### config.mk
export PLATFORM = sky130hd
export DESIGN_NAME = punc_mem_arbiter_flat
export DESIGN_NICKNAME = d
export VERILOG_FILES = /design/src/rtl/punc_arb_pkg.sv /design/src/rtl/punc_mem_arbiter_if.sv /design/src/rtl/punc_arb_port_mux.sv /design/src/rtl/punc_mem_arbiter.sv /design/src/flat_wrapper.sv
export SDC_FILE = /design/constraint.sdc
export NUM_CORES = 1
export LEC_CHECK = 0
export ABC_CLOCK_PERIOD_IN_PS = 3900
export BUFFER_PORTS_ARGS = -buffer_cell sky130_fd_sc_hd__buf_2
export CAP_MARGIN = 20
export CORE_MARGIN = 3
export CORE_UTILIZATION = 36
export CTS_BUF_LIST = sky130_fd_sc_hd__clkbuf_8
export CTS_CLUSTER_DIAMETER = 200
export CTS_CLUSTER_SIZE = 24
export DETAILED_ROUTE_END_ITERATION = 16
export PLACE_DENSITY = 0.88
export SETUP_SLACK_MARGIN = 0.5
export SLEW_MARGIN = 5
export SYNTH_ARGS = -nofsm -noshare
export SYNTH_HDL_FRONTEND = slang
export SYNTH_SLANG_ARGS = --single-unit
### constraint.sdc
create_clock -name clk -period 3.9 [get_ports clk]
set_clock_uncertainty 0.15 [all_clocks]
set_input_delay 0.39 -clock clk [delete_from_list [all_inputs] [get_ports clk]]
set_output_delay 0.39 -clock clk [all_outputs]
set_load 0.01 [all_outputs]
### src/rtl/punc_arb_pkg.sv
// rtl/punc_arb_pkg.sv - state/owner encodings and default sizes for the PUnC memory arbiter
package punc_arb_pkg;

  typedef enum logic [1:0] {
    ST_IDLE = 2'd0,
    ST_CORE = 2'd1,
    ST_DBG  = 2'd2
  } arb_state_e;

  typedef enum logic {
    OWN_CORE = 1'b0,
    OWN_DBG  = 1'b1
  } owner_e;

  localparam int DEF_ADDR_W    = 16;
  localparam int DEF_DATA_W    = 16;
  localparam int DEF_BURST_MAX = 4;
  localparam int DEF_MAX_WAIT  = 8;

  function automatic owner_e other_owner(input owner_e o);
    return (o == OWN_CORE) ? OWN_DBG : OWN_CORE;
  endfunction

  function automatic arb_state_e owner_state(input owner_e o);
    return (o == OWN_DBG) ? ST_DBG : ST_CORE;
  endfunction

endpackage

### src/rtl/punc_mem_arbiter_if.sv
// rtl/punc_mem_arbiter_if.sv - one requester's beat handshake and read-return bus
interface punc_mem_arbiter_if #(
  parameter int ADDR_W = punc_arb_pkg::DEF_ADDR_W,
  parameter int DATA_W = punc_arb_pkg::DEF_DATA_W
) ();

  logic              req;
  logic              we;
  logic [ADDR_W-1:0] addr;
  logic [DATA_W-1:0] wdata;
  logic              gnt;
  logic              rvalid;
  logic [DATA_W-1:0] rdata;

  modport master (output req, we, addr, wdata, input gnt, rvalid, rdata);
  modport slave  (input req, we, addr, wdata, output gnt, rvalid, rdata);

endinterface

### src/rtl/punc_arb_port_mux.sv
// rtl/punc_arb_port_mux.sv - steers the current owner's beat onto the memory port, zero otherwise
module punc_arb_port_mux
  import punc_arb_pkg::*;
#(
  parameter int ADDR_W = DEF_ADDR_W,
  parameter int DATA_W = DEF_DATA_W
) (
  input  owner_e            i_sel,
  input  logic              i_beat,
  input  logic              i_core_we,
  input  logic [ADDR_W-1:0] i_core_addr,
  input  logic [DATA_W-1:0] i_core_wdata,
  input  logic              i_dbg_we,
  input  logic [ADDR_W-1:0] i_dbg_addr,
  input  logic [DATA_W-1:0] i_dbg_wdata,
  output logic [ADDR_W-1:0] o_mem_addr,
  output logic              o_mem_w_en,
  output logic [DATA_W-1:0] o_mem_w_data
);

  always_comb begin
    o_mem_addr   = '0;
    o_mem_w_en   = 1'b0;
    o_mem_w_data = '0;
    if (i_beat) begin
      if (i_sel == OWN_DBG) begin
        o_mem_addr   = i_dbg_addr;
        o_mem_w_en   = i_dbg_we;
        o_mem_w_data = i_dbg_wdata;
      end else begin
        o_mem_addr   = i_core_addr;
        o_mem_w_en   = i_core_we;
        o_mem_w_data = i_core_wdata;
      end
    end
  end

endmodule

### src/rtl/punc_mem_arbiter.sv
// rtl/punc_mem_arbiter.sv - burst-aware core/debug arbiter for PUnC's single memory port
// Build option PUNC_ARB_CORE_PRIO_EN: core-priority with debug starvation limit MAX_WAIT.
module punc_mem_arbiter
  import punc_arb_pkg::*;
#(
  parameter int ADDR_W    = DEF_ADDR_W,
  parameter int DATA_W    = DEF_DATA_W,
  parameter int BURST_MAX = DEF_BURST_MAX
`ifdef PUNC_ARB_CORE_PRIO_EN
  , parameter int MAX_WAIT = DEF_MAX_WAIT
`endif
) (
  input  logic                     clk,
  input  logic                     rst,
  punc_mem_arbiter_if.slave        core_if,
  punc_mem_arbiter_if.slave        dbg_if,
  output logic [ADDR_W-1:0]        o_mem_addr,
  output logic                     o_mem_w_en,
  output logic [DATA_W-1:0]        o_mem_w_data,
  input  logic [DATA_W-1:0]        i_mem_r_data
);

  localparam int CNT_W = $clog2(BURST_MAX + 1);

  arb_state_e       r_state;
  owner_e           r_last_owner;
  logic [CNT_W-1:0] r_beat_cnt;
  logic             r_core_rvalid;
  logic             r_dbg_rvalid;

  logic             w_core_gnt;
  logic             w_dbg_gnt;
  owner_e           w_owner;
  owner_e           w_tie_winner;
  logic             w_own_req;
  logic             w_oth_req;
  logic [CNT_W-1:0] w_cnt_inc;
  logic             w_burst_end;
  logic             w_release;

  assign w_core_gnt  = (r_state == ST_CORE) & core_if.req;
  assign w_dbg_gnt   = (r_state == ST_DBG)  & dbg_if.req;
  assign w_owner     = (r_state == ST_DBG) ? OWN_DBG : OWN_CORE;
  assign w_own_req   = (w_owner == OWN_DBG) ? dbg_if.req  : core_if.req;
  assign w_oth_req   = (w_owner == OWN_DBG) ? core_if.req : dbg_if.req;
  assign w_cnt_inc   = r_beat_cnt + CNT_W'(1);
  assign w_burst_end = (w_cnt_inc == CNT_W'(BURST_MAX));

`ifdef PUNC_ARB_CORE_PRIO_EN
  localparam int WAIT_W = $clog2(MAX_WAIT + 1);

  logic [WAIT_W-1:0] r_wait_cnt;

  // Core bursts are unbounded; only a starved debug side can cut them short.
  assign w_tie_winner = OWN_CORE;
  assign w_release    = w_oth_req & ((w_owner == OWN_DBG) ? w_burst_end
                                                          : (r_wait_cnt == WAIT_W'(MAX_WAIT)));

  always_ff @(posedge clk) begin
    if (rst || w_dbg_gnt) begin
      r_wait_cnt <= '0;
    end else if (dbg_if.req && (r_wait_cnt != WAIT_W'(MAX_WAIT))) begin
      r_wait_cnt <= r_wait_cnt + WAIT_W'(1);
    end
  end
`else
  assign w_tie_winner = other_owner(r_last_owner);
  assign w_release    = w_oth_req & w_burst_end;
`endif

  always_ff @(posedge clk) begin
    if (rst) begin
      r_state       <= ST_IDLE;
      r_last_owner  <= OWN_DBG;
      r_beat_cnt    <= '0;
      r_core_rvalid <= 1'b0;
      r_dbg_rvalid  <= 1'b0;
    end else begin
      r_core_rvalid <= w_core_gnt & ~core_if.we;
      r_dbg_rvalid  <= w_dbg_gnt & ~dbg_if.we;
      case (r_state)
        ST_IDLE: begin
          r_beat_cnt <= '0;
          if (core_if.req && dbg_if.req) begin
            r_state      <= owner_state(w_tie_winner);
            r_last_owner <= w_tie_winner;
          end else if (core_if.req) begin
            r_state      <= ST_CORE;
            r_last_owner <= OWN_CORE;
          end else if (dbg_if.req) begin
            r_state      <= ST_DBG;
            r_last_owner <= OWN_DBG;
          end
        end
        ST_CORE, ST_DBG: begin
          if (!w_own_req || w_release) begin
            r_beat_cnt <= '0;
            // Hand straight over when the other side waits, so no idle cycle is lost.
            if (w_oth_req) begin
              r_state      <= owner_state(other_owner(w_owner));
              r_last_owner <= other_owner(w_owner);
            end else begin
              r_state <= ST_IDLE;
            end
          end else begin
            r_beat_cnt <= w_burst_end ? '0 : w_cnt_inc;
          end
        end
        default: r_state <= ST_IDLE;
      endcase
    end
  end

  assign core_if.gnt    = w_core_gnt;
  assign core_if.rvalid = r_core_rvalid;
  assign core_if.rdata  = r_core_rvalid ? i_mem_r_data : '0;
  assign dbg_if.gnt     = w_dbg_gnt;
  assign dbg_if.rvalid  = r_dbg_rvalid;
  assign dbg_if.rdata   = r_dbg_rvalid ? i_mem_r_data : '0;

  punc_arb_port_mux #(
    .ADDR_W (ADDR_W),
    .DATA_W (DATA_W)
  ) u_port_mux (
    .i_sel        (w_owner),
    .i_beat       (w_core_gnt | w_dbg_gnt),
    .i_core_we    (core_if.we),
    .i_core_addr  (core_if.addr),
    .i_core_wdata (core_if.wdata),
    .i_dbg_we     (dbg_if.we),
    .i_dbg_addr   (dbg_if.addr),
    .i_dbg_wdata  (dbg_if.wdata),
    .o_mem_addr   (o_mem_addr),
    .o_mem_w_en   (o_mem_w_en),
    .o_mem_w_data (o_mem_w_data)
  );

endmodule

### src/flat_wrapper.sv
// flat-port wrapper written by rule: the top's interface ports become plain ports
module punc_mem_arbiter_flat import punc_arb_pkg::*;
#(
  parameter int ADDR_W    = DEF_ADDR_W,
  parameter int DATA_W    = DEF_DATA_W,
  parameter int BURST_MAX = DEF_BURST_MAX

)
  (clk, rst, o_mem_addr, o_mem_w_en, o_mem_w_data, i_mem_r_data, core_if_req, core_if_we, core_if_addr, core_if_wdata, core_if_gnt, core_if_rvalid, core_if_rdata, dbg_if_req, dbg_if_we, dbg_if_addr, dbg_if_wdata, dbg_if_gnt, dbg_if_rvalid, dbg_if_rdata);
  punc_mem_arbiter_if #(.ADDR_W(ADDR_W), .DATA_W(DATA_W)) core_if_i ();
  punc_mem_arbiter_if #(.ADDR_W(ADDR_W), .DATA_W(DATA_W)) dbg_if_i ();
  input  logic clk;
  input  logic rst;
  output logic [ADDR_W-1:0] o_mem_addr;
  output logic o_mem_w_en;
  output logic [DATA_W-1:0] o_mem_w_data;
  input  logic [DATA_W-1:0] i_mem_r_data;
  input wire logic [$bits(core_if_i.req)-1:0] core_if_req;
  input wire logic [$bits(core_if_i.we)-1:0] core_if_we;
  input wire logic [$bits(core_if_i.addr)-1:0] core_if_addr;
  input wire logic [$bits(core_if_i.wdata)-1:0] core_if_wdata;
  output wire logic [$bits(core_if_i.gnt)-1:0] core_if_gnt;
  output wire logic [$bits(core_if_i.rvalid)-1:0] core_if_rvalid;
  output wire logic [$bits(core_if_i.rdata)-1:0] core_if_rdata;
  input wire logic [$bits(dbg_if_i.req)-1:0] dbg_if_req;
  input wire logic [$bits(dbg_if_i.we)-1:0] dbg_if_we;
  input wire logic [$bits(dbg_if_i.addr)-1:0] dbg_if_addr;
  input wire logic [$bits(dbg_if_i.wdata)-1:0] dbg_if_wdata;
  output wire logic [$bits(dbg_if_i.gnt)-1:0] dbg_if_gnt;
  output wire logic [$bits(dbg_if_i.rvalid)-1:0] dbg_if_rvalid;
  output wire logic [$bits(dbg_if_i.rdata)-1:0] dbg_if_rdata;
  assign core_if_i.req = core_if_req;
  assign core_if_i.we = core_if_we;
  assign core_if_i.addr = core_if_addr;
  assign core_if_i.wdata = core_if_wdata;
  assign core_if_gnt = core_if_i.gnt;
  assign core_if_rvalid = core_if_i.rvalid;
  assign core_if_rdata = core_if_i.rdata;
  assign dbg_if_i.req = dbg_if_req;
  assign dbg_if_i.we = dbg_if_we;
  assign dbg_if_i.addr = dbg_if_addr;
  assign dbg_if_i.wdata = dbg_if_wdata;
  assign dbg_if_gnt = dbg_if_i.gnt;
  assign dbg_if_rvalid = dbg_if_i.rvalid;
  assign dbg_if_rdata = dbg_if_i.rdata;
  punc_mem_arbiter #(.ADDR_W(ADDR_W), .DATA_W(DATA_W), .BURST_MAX(BURST_MAX)) u_core (.clk(clk), .rst(rst), .core_if(core_if_i), .dbg_if(dbg_if_i), .o_mem_addr(o_mem_addr), .o_mem_w_en(o_mem_w_en), .o_mem_w_data(o_mem_w_data), .i_mem_r_data(i_mem_r_data));
endmodule
* Word level (Yosys, flattened, before mapping)
Cells that the tools add are included.
** Word-level totals
- Flip-flop bits (word level) :: 8
- Input port bits :: 86
- Output and inout bits :: 69
- Word-level logic and storage cells :: 58
** Operators by class
- $add $sub $neg :: 1
- Equality and inequality tests :: 6
- Mux-type cells :: 30
- Bitwise gates (word level) :: 8
- Reduce and logical (&&, ||, !) cells :: 8
** Operators by type and width (count)
- 2-to-1 mux 16 bit :: 6
- 2-to-1 mux 2 bit :: 7
- 2-to-1 mux 1 bit :: 12
- 2-to-1 mux 3 bit :: 2
- one-hot mux 3 bit (2 select lines) :: 1
- bitwise AND 1 bit :: 5
- != test 2 x 1 -> 1 bit, second input constant :: 2
- != test 4 x 3 -> 1 bit, second input constant :: 1
- one-hot mux 2 bit (2 select lines) :: 1
- AND reduction 4 bit :: 1
- adder 3 x 1 -> 3 bit, second input constant :: 1
- equality test 3 bit, second input constant :: 1
- equality test 2 x 1 -> 1 bit, second input constant :: 1
- equality test 2 bit, second input constant :: 1
- zero test 2 bit :: 1
- NOT 1 bit :: 2
- one-hot mux 1 bit (2 select lines) :: 1
- AND reduction 2 bit :: 1
- nonzero test 2 bit :: 1
- OR reduction 2 bit :: 1
- logical AND 1 bit :: 1
- zero test 1 bit :: 1
- logical OR 1 bit :: 1
- OR 1 bit :: 1

* Depth between registers and ports, before layout
- Depth after elaboration :: 7
- Mapped depth :: 7
- Gate-level depth less buffers :: 6

* By module
Synthesis repeated with hierarchy kept, for this count alone.
** Second synthesis, totals
- Cells, all modules :: 171
- Area, all modules :: 1401.3 um^2
** Modules (own cells, without submodules)
- punc_mem_arbiter :: times used 1, cells each 98, area each 782.0 um^2, seq. area each 160.2 um^2
- punc_arb_port_mux :: times used 1, cells each 73, area each 619.3 um^2, seq. area each 0.0 um^2

* Least setup slack after synthesis
OpenSTA, ideal clock, no wires.
- Path type :: register to output
- Start point :: register u_core.r_state[0]
- End point :: output port o_mem_addr[0]
- Data arrival time :: 1290 ps
- Required time :: 3360 ps
- Slack :: 2070 ps
- Stages on the path, launching flop included :: 7
- Path buffers :: 1
- Path through :: dfxtp_1 inv_1 ha_1 and2_1 nor2_2 buf_2 nor2_1
** On the way
- Longest elaborated chain between the ends :: 4
- Elaborated cells between the ends (all ways) :: 8
- Classes of those cells :: eq/ne (2); mux (3); bitwise (3)
** Ends and longest elaborated chain
- start, declared :: line punc_mem_arbiter.sv:25 : arb_state_e r_state;
- start signal, assigned :: line punc_mem_arbiter.sv:85 : r_state <= owner_state(w_tie_winner);
- start signal, assigned :: line punc_mem_arbiter.sv:100 : r_state <= owner_state(other_owner(w_owner));
- equality test 2 bit :: line punc_mem_arbiter.sv:42 : assign w_dbg_gnt = (r_state == ST_DBG) & dbg_if.req;
- bitwise AND 1 bit :: line punc_mem_arbiter.sv:42
- via dbg_if_gnt :: line flat_wrapper.sv:29 : output wire logic [$bits(dbg_if_i.gnt)-1:0] dbg_if_gnt;
- OR 1 bit :: line punc_mem_arbiter.sv:126 : .i_beat (w_core_gnt | w_dbg_gnt),
- 2-to-1 mux 16 bit :: line punc_arb_port_mux.sv:25 : if (i_beat) begin
- end, declared :: line flat_wrapper.sv:14 : output logic [ADDR_W-1:0] o_mem_addr;
The timed path passes the listed nets, and every way through them passes these cells.

* Final worst setup path
- Start point :: register u_core.r_state[0]
- End point :: output port o_mem_addr[11]
** On the way
- Longest elaborated chain between the ends :: 4
- Elaborated cells between the ends (all ways) :: 8
- Classes of those cells :: eq/ne (2); mux (3); bitwise (3)
** Ends and longest elaborated chain
- equality test 2 bit / equality test 2 x 1 -> 1 bit (equally long branches) :: line punc_mem_arbiter.sv:42, punc_mem_arbiter.sv:43, punc_mem_arbiter.sv:41
- 2-to-1 mux 1 bit (tied with other cells) :: line punc_mem_arbiter.sv:43 : assign w_owner = (r_state == ST_DBG) ? OWN_DBG : OWN_CORE;
- 2-to-1 mux 16 bit / OR 1 bit (equally long branches) :: line punc_arb_port_mux.sv:26, punc_mem_arbiter.sv:126
- 2-to-1 mux 16 bit (*) :: line punc_arb_port_mux.sv:25
Every way passes the cells marked *; elsewhere a longest branch is shown, timed or not.

==> flow_summary_export.csv <==
group,metric,value,unit
floorplan,start_util,39.69,%
sta,tightest_slew,0.5071,ns
routing,drc,0,
clocking,ctsHoldBuffers,0,
place,place.detailed.hpwl,4.398,mm
synthesis,synth_cell_types,33,
floorplan,die_x,65.43,um
floorplan,num_rows,20,
place,dpl_cell_area,2047,um^2
floorplan,die_y,65.43,um
synthesis,ys_ff_latch,8,
floorplan,num_io_pins,155,
clocking,max-clock-path-buffers,2,
sta,rsz0062_at_grt,"false",
setup_path,path_max_fanout,21,
cells_and_area,regArea,160.2,um^2
routing,wirelength,5.106,mm
routing,vias,1729,
cells_and_area,nets,414,
cells_and_area,num-fill-cells,298,
setup_path,path_buf_inv,3,
sta,setup_viol,0,
setup_path,cp_top_family,"buffers and inverters",
floorplan,core,3203,um^2
power_and_ir_drop,p_leak,1.213,nW
setup_path,slowest_delay,0.52,ns
sta,fmax,382.7,MHz
synthesis,ys.warnings.count,0,
sta,drv_slew,0,
clocking,cts.sinks,8,
clocking,cts_tree,"built",
sta,layout_min_cycle_time,2.613,ns
floorplan,die_area,4280,um^2
clocking,postCtsSetupBuffers,0,
cells_and_area,antenna_cells,0,
place,io_buffers,154,
synthesis,synth_ff_type,"dfxtp_1",
routing,routedWlPerCell,14.03,um
synthesis,synthTopCellsByArea,"mux2i_1, and2_1, dfxtp_1, nor2_1, ha_1",
cells_and_area,drive_above_1_share,51.56,%
synthesis,synth_edf_count,0,
cells_and_area,finalNonFillerCells,364,
sta,hold_viol,0,
synthesis,syn_avg_cell_area,7.391,um^2
sta,fin_crit_sh,67.00,%
routing,routed_via_density,4.750,
setup_path,cp.arrival,2.07,ns
job,cap_violations,0,
synthesis,syn_inst,172,
clocking,numCtsBuffers,3,
routing,ant_nets,0,
power_and_ir_drop,ir_drop,0.2122,mV
setup_path,path_cells,"inv_1 -> ha_2 -> buf_4 -> mux2i_1 -> nor2_1 -> buf_2",
clocking,clockRootBuffer,"clkbuf_8",
status,status,"finished clean",
place,dp_cells,361,
sta,relSlewSlack,66.19,%
clocking,clkTransAtPathRegs,0.04,ns
clocking,ctsHtreeMaxLevel,1,
synthesis,synth_top_area_share,28.35,%
sta,setup_tns,0,ns
global_routing,grt_max_degree,34,
setup_path,path_class,"flip-flop to output port",
global_routing,grt_overflow,0,
global_routing,antenna_found_initial,1,
synthesis,async_reset_ff_share,0,%
synthesis,syn_area,1271,um^2
setup_path,cp.required,3.36,ns
hold_path,holdCritPathClass,"primary input to flip-flop",
place,finalWeightedCongestion,0.9209,
global_routing,grt_pass1_wl,7.624,mm
cells_and_area,multiInputGateArea,1035,um^2
routing,drt_pre_antenna_iters,4,
routing,detail_route.iter0.violations,103,
synthesis,yosysTopAreaCell,"mux2i_1",
clocking,clk_latency,0.23,ns
clocking,cts-resized-gates,0,
synthesis,syn-num-nets,264,
setup_path,endpoint_kind,"output port",
synthesis,synth_seq_area_share,12.60,%
global_routing,first_global_vias,1612,
cells_and_area,syn_to_final_growth,64.27,%
setup_path,crit_path_top_delay_cell,"ha_2",
power_and_ir_drop,p_per_area,396.2,nW/um^2
global_routing,track_usage,22.29,%
setup_path,startpoint_type,"flip-flop",
cells_and_area,fin_area,2088,um^2
sta,hold_slack,0.1869,ns
[layer usage]
metal	wire length [um]	track usage (%)	part of all wire, %	up-vias
li1	-	-	-	875
met1	2139	28.16	42	765
met2	2427	37.29	48	78
met3	484	7.179	9.5	9
met4	41	3.886	0.80	2
met5	13	0	0.25	-
[logic make-up (layout without fill, tap and decap cells)]
logic type | count (synthesis) | after routing | synth area share (%)
and+or+nand+nor | 92 | 92 | 38.09
muxes | 37 | 37 | 29.23
AOI/OAI and AO/OA | 14 | 14 | 7.284
buffers and inverters | 14 | 162 | 6.200
DFF | 8 | 8 | 12.60
adders and majority gates | 6 | 6 | 5.905
xor gates and xnor gates | 1 | 1 | 0.6891
[worst reg2reg max path, cell delays in order (launching register included)]
cell and delay, ns:
dfxtp_1 0.32, inv_1 0.10, ha_2 0.52, mux2i_1 0.32, nor2_2 0.10, a2111o_1 0.42, o31ai_1 0.07
[cells in the final DEF (no fill, tap or decap), types with 3 or more instances in the layout]
| master | instances |
|---|---|
| nand2b_1 | 3 |
| ha_1 | 5 |
| mux2i_1 | 36 |
| clkbuf_8 | 3 |
| inv_1 | 3 |
| dfxtp_1 | 8 |
| nand2_1 | 5 |
| nor3b_1 | 5 |
| nor2_1 | 35 |
| and2_1 | 34 |
| a21oi_1 | 6 |
| buf_2 | 154 |
[metrics by stage]
step / setup slack, ns / utilization, % / power (mW)
final: 1.287 / 65.20 / 0.8273
after global routing: 1.176 / 65.20 / 0.8938
after CTS: 1.292 / 65.20 / 0.8303
after detailed placement: 1.551 / 63.91 / 0.7211
after global placement: 1.607 / 63.91 / 0.7123
after floorplan: 2.070 / - / 0.5513
[power breakdown]
group | internal (mW) | switching, mW | leakage (nW)
Sequential | 0.0984 | 0.0153 | 0.0651
Clock | 0.0673 | 0.0368 | 0.0216
Combinational | 0.279 | 0.330 | 1.13
[flip-flops by register name, summed over array words and instances (netlist names)]
register and flops:
u_core.dbg_if.rvalid 1, u_core.core_if.rvalid 1, u_core.r_beat_cnt 3, u_core.r_state 2
u_core.r_last_owner 1
[synth_stat cells, types with 2 or more instances]
| master | n |
|---|---|
| and2_1 | 34 |
| inv_1 | 3 |
| nand2_1 | 5 |
| mux2i_1 | 36 |
| ha_1 | 6 |
| nor2_1 | 35 |
| nand2b_1 | 3 |
| dfxtp_1 | 8 |
| nor2_2 | 2 |
| nand3_1 | 2 |
| clkbuf_1 | 2 |
| nor3b_1 | 5 |
| buf_2 | 3 |
| buf_4 | 4 |
| a21oi_1 | 6 |
[worst paths after layout]
kind | start | to | slack, ns | cells past startpoint
setup / recovery | u_core.r_state[0]$_SDFFE_PP0P_ | o_mem_addr[11] | 1.29 | 6
hold reg to reg | u_core.r_beat_cnt[1]$_SDFFE_PP0P_ | u_core.r_beat_cnt[1]$_SDFFE_PP0P_ | 0.34 | 2
setup reg to reg | u_core.r_state[0]$_SDFFE_PP0P_ | u_core.r_state[0]$_SDFFE_PP0P_ | 1.81 | 6
hold / removal | core_if_we | u_core.core_if.rvalid$_SDFF_PP0_ | 0.19 | 2
[layout make-up]
class,count,area share (%)
clock buffer,3,1.977
inverter,3,0.5392
multi-input combinational,150,49.55
sequential,8,7.669
tap,44,2.636
timing repair buffer,156,37.63
No activity file was read; power rests on OpenSTA's default activity.
